**config.mk**
```make
export PLATFORM = sky130hd
export DESIGN_NAME = controlador_acceso
export DESIGN_NICKNAME = d
export VERILOG_FILES = /design/src/rtl/controlador_acceso.sv
export SDC_FILE = /design/constraint.sdc
export NUM_CORES = 1
export LEC_CHECK = 0
export CAP_MARGIN = 20
export CORE_MARGIN = 1.5
export CORE_UTILIZATION = 46
export CTS_CLUSTER_DIAMETER = 100
export CTS_CLUSTER_SIZE = 25
export DETAILED_ROUTE_END_ITERATION = 7
export PLACE_DENSITY = 0.74
export RECOVER_POWER = 50
export SYNTH_ARGS = -nofsm -noshare
export SYNTH_HDL_FRONTEND = slang
export SYNTH_SLANG_ARGS = --single-unit
```
**constraint.sdc**
```tcl
create_clock -name clk -period 2.2 [get_ports clk]
set_input_delay 0.44 -clock clk [delete_from_list [all_inputs] [get_ports clk]]
set_output_delay 0.44 -clock clk [all_outputs]
set_load 0.1 [all_outputs]
```
**src/rtl/controlador_acceso.sv**
```systemverilog
// Vehicle gate access controller: Moore FSM with PIN-attempt detection and a
// saturating wrong-attempt counter driving the gate commands and the alarms.
module controlador_acceso #(
    parameter logic [15:0] CLAVE_CORRECTA = 16'h1194,
    parameter int unsigned MAX_INTENTOS   = 3
) (
    input  logic        clk,
    input  logic        reset,
    input  logic        llegado_vehiculo,
    input  logic [15:0] clave_ingresada,
    input  logic        paso_vehiculo,
    input  logic        boton_reset,
    output logic        abriendo_compuerta,
    output logic        cerrando_compuerta,
    output logic        alarm_pin_incorrecto,
    output logic        alarm_bloqueo,
    output logic [3:0]  intentos_fallidos
);

    localparam int unsigned CLAVE_W = 16;
    localparam int unsigned CNT_W   = 4;

    localparam logic [CNT_W-1:0] CNT_SAT = '1;
    localparam logic [CNT_W-1:0] UMBRAL  = CNT_W'(MAX_INTENTOS);

    typedef enum logic [2:0] {
        ESPERA     = 3'd0,
        ABRIENDO   = 3'd1,
        CERRANDO   = 3'd2,
        ALARMA_PIN = 3'd3,
        BLOQUEO    = 3'd4
    } estado_t;

    estado_t            estado;
    estado_t            estado_sig;
    logic [CLAVE_W-1:0] clave_prev;
    logic               lv_prev;
    logic [CNT_W-1:0]   intentos;
    logic [CNT_W-1:0]   intentos_sig;
    logic [CNT_W-1:0]   intentos_inc;
    logic               intento;
    logic               pin_ok;
    logic               ac_sig;
    logic               cp_sig;
    logic               ai_sig;
    logic               ab_sig;

    // State, history and registered Moore outputs (outputs follow the next state)
    always_ff @(posedge clk or negedge reset) begin
        if (!reset) begin
            estado               <= ESPERA;
            clave_prev           <= '0;
            lv_prev              <= 1'b0;
            intentos             <= '0;
            abriendo_compuerta   <= 1'b0;
            cerrando_compuerta   <= 1'b0;
            alarm_pin_incorrecto <= 1'b0;
            alarm_bloqueo        <= 1'b0;
        end else begin
            estado               <= estado_sig;
            clave_prev           <= clave_ingresada;
            lv_prev              <= llegado_vehiculo;
            intentos             <= intentos_sig;
            abriendo_compuerta   <= ac_sig;
            cerrando_compuerta   <= cp_sig;
            alarm_pin_incorrecto <= ai_sig;
            alarm_bloqueo        <= ab_sig;
        end
    end

    // Next-state, counter update and next output decode
    always_comb begin
        estado_sig   = estado;
        intentos_sig = intentos;
        // A new attempt is an LV rise or a PIN change while LV is held
        intento      = llegado_vehiculo && (!lv_prev || (clave_ingresada != clave_prev));
        pin_ok       = (clave_ingresada == CLAVE_CORRECTA);
        intentos_inc = (intentos == CNT_SAT) ? CNT_SAT : intentos + CNT_W'(1);

        case (estado)
            ESPERA: begin
                if (paso_vehiculo) begin
                    estado_sig = BLOQUEO;
                end else if (intento && pin_ok) begin
                    estado_sig   = ABRIENDO;
                    intentos_sig = '0;
                end else if (intento) begin
                    intentos_sig = intentos_inc;
                    if (intentos_inc >= UMBRAL) begin
                        estado_sig = ALARMA_PIN;
                    end
                end
            end
            ABRIENDO: begin
                if (paso_vehiculo && llegado_vehiculo) begin
                    estado_sig = BLOQUEO;
                end else if (paso_vehiculo) begin
                    estado_sig = CERRANDO;
                end
            end
            CERRANDO: begin
                if (paso_vehiculo && llegado_vehiculo) begin
                    estado_sig = BLOQUEO;
                end else if (!paso_vehiculo) begin
                    estado_sig = ESPERA;
                end
            end
            ALARMA_PIN: begin
                if (paso_vehiculo) begin
                    estado_sig = BLOQUEO;
                end else if (boton_reset) begin
                    estado_sig   = ESPERA;
                    intentos_sig = '0;
                end
            end
            BLOQUEO: begin
                if (boton_reset && pin_ok) begin
                    estado_sig   = ESPERA;
                    intentos_sig = '0;
                end
            end
            default: begin
                estado_sig = ESPERA;
            end
        endcase

        ac_sig = (estado_sig == ABRIENDO);
        cp_sig = (estado_sig == CERRANDO) || (estado_sig == BLOQUEO);
        ai_sig = (estado_sig == ALARMA_PIN);
        ab_sig = (estado_sig == BLOQUEO);
    end

    assign intentos_fallidos = intentos;

endmodule

```
# Word level (Yosys, flattened, before mapping)
# Index checks and enable logic that the tools add are counted.
[totals]
reg_bits = 28
[op_classes]
addsub = 1
magnitude_cmp = 1
n_eq_ne = 16
muxes = 20
reduce_logical = 10
[op_table]
columns = ["cell", "count"]
rows = [
  ["3-bit two-way mux", 11],
  ["4-bit two-way mux", 7],
  ["16-bit by 13-bit == test with 1-bit output (second input constant)", 1],
  ["16-bit != test", 1],
  ["3-bit case mux with 5 select lines", 1],
  ["3-bit by 2-bit == test with 1-bit output (second input constant)", 4],
  ["4-bit case mux with 3 select lines", 1],
  ["2-bit != test (second input constant)", 4],
  ["3-bit by 1-bit == test with 1-bit output (second input constant)", 2],
  ["3-bit == test (second input constant)", 2],
  ["6-bit AND reduction", 1],
  ["4-bit by 1-bit adder with 4-bit output (second input constant)", 1],
  ["4-bit == test (second input constant)", 1],
  ["4-bit by 2-bit greater-or-equal comparator with 1-bit output (second input constant)", 1],
  ["1-bit logical AND", 4],
  ["3-bit zero test", 1],
  ["3-bit != test (second input constant)", 1],
  ["3-bit nonzero test", 1],
  ["1-bit logical OR", 2],
  ["1-bit zero test", 1],
]

# Logic depth before layout (Yosys ltp)
# Gate-level depths: netlist of the first run.
[logic_depth]
depth_word = 10
ltp_mapped = 7
depth_no_buf = 7

# Worst setup path after synthesis of the first run
# No wires, ideal clock.
[synth_path]
path_type = "reg-to-reg"
from = "register intentos[0] (netlist: intentos_fallidos[0])"
to = "register estado[1]"
arrival_time_ps = 2046
t_required_ps = 2135
path_slack_ps = 89
stages_incl_launch_ff = 7
path_buffers = 0
synth_period_minus_slack_ps = 2111
path_cell_list = "dfrtp_1 > ha_1 > nor2_1 > o21ai_0 > inv_1 > nor4_1 > or2_1"
[synth_between]
elab_chain_len = 8
[synth_lines]
columns = ["item", "line_no", "text"]
rows = [
  ["from (decl)", "38", "logic [CNT_W-1:0] intentos;"],
  ["from (signal assigned)", "63", "intentos <= intentos_sig;"],
  ["4-bit by 1-bit adder with 4-bit output or 4-bit == test (tied branches)", "78", "intentos_inc = (intentos == CNT_SAT) ? CNT_SAT : intentos + CNT_W'(1);"],
  ["4-bit two-way mux *", "78", ""],
  ["4-bit by 2-bit greater-or-equal comparator with 1-bit output *", "89", "if (intentos_inc >= UMBRAL) begin"],
  ["3-bit two-way mux *", "89", ""],
  ["3-bit two-way mux *", "87", "end else if (intento) begin"],
  ["3-bit two-way mux *", "84", "end else if (intento && pin_ok) begin"],
  ["3-bit two-way mux *", "82", "if (paso_vehiculo) begin"],
  ["3-bit case mux with 5 select lines *", "80", "case (estado)"],
  ["named net estado_sig[1]", "35", "estado_t estado_sig;"],
  ["to (signal assigned)", "60", "estado <= estado_sig;"],
  ["to (decl)", "34", "estado_t estado;"],
]
# The timed path passes the listed nets; every way through them passes the cells marked *.
# A chain may end at the register's enable or synchronous reset.

# Worst setup path in the final report of the first run
[layout_path]
from = "input clave_ingresada[12]"
to = "register intentos[1] (netlist: intentos_fallidos[1])"
[layout_between]
elab_chain_len = 7
[layout_lines]
columns = ["item", "line_no", "text"]
rows = [
  ["from (decl)", "10", "input logic [15:0] clave_ingresada,"],
  ["16-bit != test", "76", "intento = llegado_vehiculo && (!lv_prev || (clave_ingresada != clave_prev));"],
  ["1-bit logical OR", "76", ""],
  ["1-bit logical AND", "76", ""],
  ["1-bit logical AND", "84", ""],
  ["4-bit two-way mux", "84", ""],
  ["4-bit two-way mux", "82", ""],
  ["4-bit case mux with 3 select lines", "80", ""],
]
# Parallel ways exist; a longest one is shown, timed or not. The select of a mux whose other input is x is not followed.

==> flow_metrics.py, run 1 <==
metrics = {
    "run_status": {
        "status": "completed",
    },
    "timing": {
        "fin_crit_sh_pct": 93.9,
        "fin_crit_ns": 2.07,
        "timing.final.hold_violations": 0,
        "hold_slack_ns": 0.615,
        "fmax_mhz": 484,
        "tightest_slew_ns": 1.43,
        "report.final.slew_viol_count": 0,
        "setup_violations": 0,
        "rsz0062_at_grt": "false",
        "slew_headroom_pct": 4.52,
        "skew_ns": 0.00503,
    },
    "finish": {
        "final_area_mm2": 0.00178,
        "nets": 188,
        "multi_input_area_um2": 597,
        "final-seq-area_um2": 701,
        "final_util_pct": 65.1,
        "drive_gt1_share_pct": 20.0,
        "n_fill_cell": 239,
        "area_delta_synth_final_pct": 36.4,
        "diodes": 0,
        "layout.cells.non_filler": 196,
    },
    "synthesis": {
        "ys_seq_elements": 28,
        "synth_seq_area_share_pct": 53.7,
        "synth_nets": 142,
        "netlist_instances": 120,
        "synth.cell_area_mm2": 0.00131,
        "synth_top_area_share_pct": 53.7,
        "ys_types": 33,
        "synth_top_area_cell": "dfrtp_1",
        "synth.area.top_cells": "dfrtp_1 54%, xnor2_1 6.7%, xor2_1 4.0%, o21ai_0 3.1%, nor2_1 2.9%",
        "ys_warn_count": 0,
        "avgSynthCellArea_um2": 10.9,
    },
    "routing": {
        "dr.pass1.iters": 4,
        "drt-initial-drc-count": 49,
        "wire_per_inst_um": 14.1,
        "drc": 0,
        "viasPerCell": 5.49,
        "routed_wirelength_um": 2750,
        "ant_nets": 0,
        "via_count": 1077,
    },
    "setup_path": {
        "critPathArrivalTime_ns": 2.32,
        "cp-start-kind": "primary input",
        "cp_cell_sequence": "dlygate4sd3_1 > nor4b_2 > and4_2 > a21o_1 > inv_1 > a211oi_4 > mux2i_1",
        "crit_family": "buffers and inverters",
        "cpMaxStageDelayCell": "dlygate4sd3_1",
        "path_class": "primary input to register",
        "cp-end-kind": "register",
        "path_buf_inv": 2,
        "path_max_fanout": 4,
        "cp.required_ns": 2.45,
        "slowest_delay_ns": 0.59,
    },
    "power": {
        "swShare_pct": 44.5,
        "p_switching_mw": 0.838,
        "total_power_mw": 1.88,
        "p_int_mw": 1.04,
        "p_per_area_mw_per_mm2": 1060,
        "leakagePower_nw": 0.767,
        "pwr-share-comb_pct": 47.2,
        "p_seq_share_pct": 35.5,
        "pwr-share-clk_pct": 17.3,
        "ir_drop_mv": 0.762,
    },
    "floorplan": {
        "initial_core_util_pct": 47.7,
        "fp.dieH_um": 56.3,
        "rows": 19,
        "io_pins": 29,
        "die_area_mm2": 0.00317,
        "die_x_um": 56.3,
        "coreArea_mm2": 0.00273,
    },
    "flow_run": {
        "drv_cap": 0,
    },
    "clock_network": {
        "clockBufferDepth": 2,
        "cts_made_buffers": 3,
        "htree_levels": 1,
        "clk-insertion-delay-late_ns": 0.31,
        "post-cts-setup-buffers": 0,
        "cts_root_buffer": "clkbuf_4",
        "postCtsResizedCells": 0,
        "cts_sinks": 28,
        "clkTransAtPathRegs_ns": 0.14,
        "cts_tree": "done",
        "cts-hold-fix-buffers": 0,
    },
    "global_routing": {
        "track_usage_pct": 18.8,
        "grt_pass1_wl_um": 4750,
        "grt_pass1_vias": 1065,
        "overflow": 0,
        "grt_start_max_net_pins": 29,
        "antenna_found_initial": 0,
    },
    "placement": {
        "io_buffer_count": 28,
        "dp_hpwl_um": 2110,
        "place_area_mm2": 0.00171,
        "gp_congestion": 0.804,
        "dp_cells": 192,
    },
    "worst_hold_path": {
        "hold_path_class": "register to register",
    },
}
final cells by class:
class / instances / area share (%)
multi-input combinational: 83 / 33.5
tap: 31 / 2.18
clock buffer: 3 / 1.26
inverter: 8 / 1.69
clock inverter: 1 / 1.69
sequential: 28 / 39.4
timing repair buffer: 42 / 20.3
layout by cell type (no fill, tap or decap), types with 2 or more instances in the layout:
master | Yosys | final
a2111oi_2 | 0 | 2
a21oi_1 | 7 | 7
a2bb2oi_1 | 2 | 2
buf_4 | 0 | 21
clkbuf_4 | 0 | 3
clkdlybuf4s50_1 | 0 | 15
dfrtp_1 | 28 | 28
dlygate4sd3_1 | 0 | 5
inv_1 | 8 | 8
mux2i_1 | 2 | 2
nand2_1 | 7 | 7
nand3_1 | 4 | 4
nand4_1 | 2 | 2
nor2_1 | 10 | 10
nor3_1 | 3 | 3
nor4b_2 | 0 | 2
o21ai_0 | 8 | 8
xnor2_1 | 10 | 10
xor2_1 | 6 | 6
metrics by stage:
stage | worst slack, ns | TNS [ns]
global route | 0.00687 | 0
finish | 0.134 | 0
CTS | 0.0383 | 0
floorplan | 0.0892 | 0
global placement | -0.199 | -1.14
detailed placement | -0.290 | -1.51
Yosys cell counts:
cell,instances
dfrtp_1,28
nor2_1,10
xnor2_1,10
inv_1,8
o21ai_0,8
a21oi_1,7
nand2_1,7
xor2_1,6
nand3_1,4
nor3_1,3
nor4b_1,3
a2111oi_0,2
a2bb2oi_1,2
mux2i_1,2
nand4_1,2
a2111oi_1,1
a211oi_4,1
a21o_1,1
a31oi_1,1
a41o_1,1
and2_1,1
and4_1,1
clkbuf_1,1
ha_1,1
nand2b_1,1
nor3b_1,1
nor4_1,1
nor4_4,1
nor4bb_1,1
o211ai_1,1
o31ai_1,1
or2_1,1
or3b_2,1
flip-flops by register name, summed over array words and instances (netlist names):
name	count
lv_prev	1
intentos_fallidos	4
alarm_bloqueo	1
estado	3
alarm_pin_incorrecto	1
clave_prev	16
abriendo_compuerta	1
cerrando_compuerta	1
path summary, 6_finish.rpt:
check / from / end / slack, ns / cells after the start
worst max-delay path: clave_ingresada[12] / intentos_fallidos[1] / 0.13 / 7
worst min-delay path: intentos_fallidos[1] / intentos_fallidos[1] / 0.62 / 2
worst max register to register: intentos_fallidos[0] / estado[1] / 0.36 / 7
worst min register to register: intentos_fallidos[1] / intentos_fallidos[1] / 0.62 / 2
max in group asynchronous: reset / clave_prev[14] / 0.41 / 2
min in group asynchronous: reset / clave_prev[9] / 0.97 / 2
cells by family after synthesis:
kind of cell | synth area share, %
AOI/OAI and AO/OA | 13.7
xor gates and xnor gates | 10.7
adders and majority gates | 0.959
buffers and inverters | 2.59
DFF | 53.7
muxes | 1.53
and+or+nand+nor | 16.8
worst reg2reg max path, delay by kind of cell, from the launching register on:
family	cells	cell delay, ns
flops	1	0.47
buf+inv	1	0.07
compound gates	2	0.33
fa+ha+maj	1	0.29
simple gates	3	0.64
power by group through the flow:
stage,clock (mW),combinational [mW],sequential (mW)
after floorplan,0,0.324,0.968
after global placement,0,0.852,0.672
after detailed placement,0,0.870,0.678
after CTS,0.333,0.872,0.668
after global routing,0.355,0.958,0.683
final,0.326,0.888,0.668
per-layer routing:
metal	vias up	routed length, um	track usage, %
li1	520	-	-
met1	525	1080	24.1
met2	28	1500	33.3
met3	4	151	3.92
met4	0	29	3.40
met5	-	0	0
Power figures use the tool's default switching activity.
==> inputs of run 2 (changes only) <==
--- a/config.mk
+++ b/config.mk
@@ -11,6 +11,7 @@
 export CTS_CLUSTER_DIAMETER = 100
 export CTS_CLUSTER_SIZE = 25
 export DETAILED_ROUTE_END_ITERATION = 7
+export GPL_TIMING_DRIVEN = 0
 export PLACE_DENSITY = 0.74
 export RECOVER_POWER = 50
 export SYNTH_ARGS = -nofsm -noshare
==> flow_metrics.py, run 2 (synthesis results as in run 1) <==
metrics = {
    "global_routing": {
        "antenna_found_initial": 0,
        "grt_pass1_wl_um": 4530,
        "grt_pass1_vias": 1043,
        "track_usage_pct": 18.1,
        "grt_start_max_net_pins": 20,
        "overflow": 0,
    },
    "finish": {
        "final_area_mm2": 0.00172,
        "n_fill_cell": 239,
        "final_common_cell": "dfrtp_1",
        "final_cell_mix": "28 x dfrtp_1, 17 x clkdlybuf4s50_1, 10 x xnor2_1, 10 x nor2_1",
        "nets": 179,
        "regMostFlops": "clave_prev",
        "area_delta_synth_final_pct": 31.5,
        "multi_input_area_um2": 609,
        "drive_gt1_share_pct": 10.9,
        "diodes": 0,
        "largest_register_ffs": 16,
        "final-seq-area_um2": 701,
        "final_util_pct": 62.8,
    },
    "timing": {
        "report.final.slew_viol_count": 0,
        "setup_violations": 0,
        "fmax_mhz": 474,
        "setup_tns_ns": 0,
        "slew_headroom_pct": 33.6,
        "hold_slack_ns": 0.466,
        "tightest_slew_ns": 0.996,
        "fin_crit_ns": 2.11,
        "timing.final.hold_violations": 0,
        "fin_crit_sh_pct": 95.8,
        "skew_ns": 0.00483,
    },
    "setup_path": {
        "cp-start-kind": "register",
        "rr_endpoint": "estado[1]",
        "reg2reg_from": "clave_prev[6]",
        "path_max_fanout": 6,
        "critPathArrivalTime_ns": 1.67,
        "cp.required_ns": 1.76,
        "crit_family": "buffers and inverters",
        "cpMaxStageDelayCell": "dlygate4sd2_1",
        "r2r_slack_ns": 0.36,
        "path_class": "register to output pin",
        "reg2regPathDepth": 7,
        "path_buf_inv": 1,
        "cp-end-kind": "output pin",
        "cp_cell_sequence": "dlygate4sd2_1",
        "slowest_delay_ns": 0.88,
    },
    "routing": {
        "drc": 0,
        "routed.top_layer": "met4",
        "wire_per_inst_um": 14.7,
        "dr_wl_met2_um": 1470,
        "routed_wirelength_um": 2740,
        "dr_wl_met3_um": 99,
        "dr.pass1.iters": 4,
        "drt-initial-drc-count": 18,
        "viasPerCell": 5.58,
        "drt-met1-wl_um": 1150,
        "ant_nets": 0,
        "via_count": 1043,
    },
    "power": {
        "pwr-share-clk_pct": 13.9,
        "p_int_mw": 0.939,
        "p_seq_share_pct": 37.1,
        "pwr-share-comb_pct": 49.0,
        "swShare_pct": 46.9,
        "p_switching_mw": 0.829,
        "p_per_area_mw_per_mm2": 1030,
        "ir_drop_mv": 0.728,
        "leakagePower_nw": 0.729,
    },
    "clock_network": {
        "cts_tree": "done",
        "cts_made_buffers": 3,
        "clockBufferDepth": 2,
        "clk-insertion-delay-late_ns": 0.32,
        "cts_root_buffer": "clkbuf_4",
        "cts_sinks": 28,
        "htree_levels": 1,
        "clkTransAtPathRegs_ns": 0.14,
        "cts-hold-fix-buffers": 0,
    },
    "placement": {
        "place_area_mm2": 0.00165,
        "io_buffer_count": 28,
        "gp_congestion": 0.807,
        "dp_hpwl_um": 2090,
    },
    "flow_run": {
        "drv_cap": 0,
    },
    "floorplan": {
        "fp.dieH_um": 56.3,
        "initial_core_util_pct": 47.7,
        "die_x_um": 56.3,
        "coreArea_mm2": 0.00273,
        "die_area_mm2": 0.00317,
        "rows": 19,
        "io_pins": 29,
    },
    "run_status": {
        "status": "completed",
    },
    "worst_hold_path": {
        "hold_path_class": "primary input to asynchronous set/reset pin",
    },
}
==> run 2: cell types whose count changed in the layout (fill, tap and decap cells not counted), sizes merged <==
| cell | previous run | this run |
|---|---|---|
| buf | 21 | 3 |
| bufinv | 1 | 0 |
| clkbuf | 4 | 6 |
| clkdlybuf4s50 | 15 | 17 |
| dlygate4sd2 | 0 | 8 |
| dlygate4sd3 | 5 | 3 |
==> run 2: stage by stage <==
step / total power, mW / cells / setup WS [ns]
2_1_floorplan: 1.29 / 120 / 0.0892
4_1_cts: 1.74 / 185 / 0.0161
5_1_grt: 1.87 / 187 / -0.00639
3_3_place_gp: 1.50 / 179 / -0.417
3_5_place_dp: 1.53 / 180 / -0.489
6_report: 1.77 / 187 / 0.0919
==> run 2: area by class of cell <==
class                      instances  area share (%)
buffer                             1           0.219
clock buffer                       4            2.11
inverter                           8            1.75
multi-input combinational         83            35.5
sequential                        28            40.8
tap                               31            2.26
timing repair buffer              32            17.3
==> run 2: worst max path at each step <==
stage,slack [ns],end,start,cells past startpoint
floorplan,0.09,estado[1],intentos_fallidos[0],6
global placement,-0.42,intentos_fallidos[2],clave_ingresada[6],7
global route,-0.006,intentos_fallidos[1],clave_ingresada[3],7
detailed placement,-0.49,intentos_fallidos[2],clave_ingresada[6],7
CTS,0.02,intentos_fallidos[2],clave_ingresada[6],8
finish,0.09,intentos_fallidos[0],intentos_fallidos[0],1
==> run 2: power groups by stage <==
| stage | registers [mW] | clock network, mW | logic (mW) |
|---|---|---|---|
| after global placement | 0.664 | 0 | 0.838 |
| after CTS | 0.656 | 0.253 | 0.833 |
| after floorplan | 0.968 | 0 | 0.324 |
| after detailed placement | 0.667 | 0 | 0.861 |
| final | 0.656 | 0.246 | 0.867 |
| after global routing | 0.668 | 0.274 | 0.932 |
==> run 2: per-layer routing <==
layer | global-route usage [%] | up-vias
li1 | - | 502
met1 | 22.6 | 514
met2 | 31.8 | 23
met3 | 3.69 | 4
met4 | 5.44 | 0
met5 | 0 | -
==> run 2: timing repair <==
item,in CTS,in global routing
buffers inserted,1,1
pin swaps,2,6
gates resized for setup,10,9
setup endpoints to repair,15,6
cloned,0,1
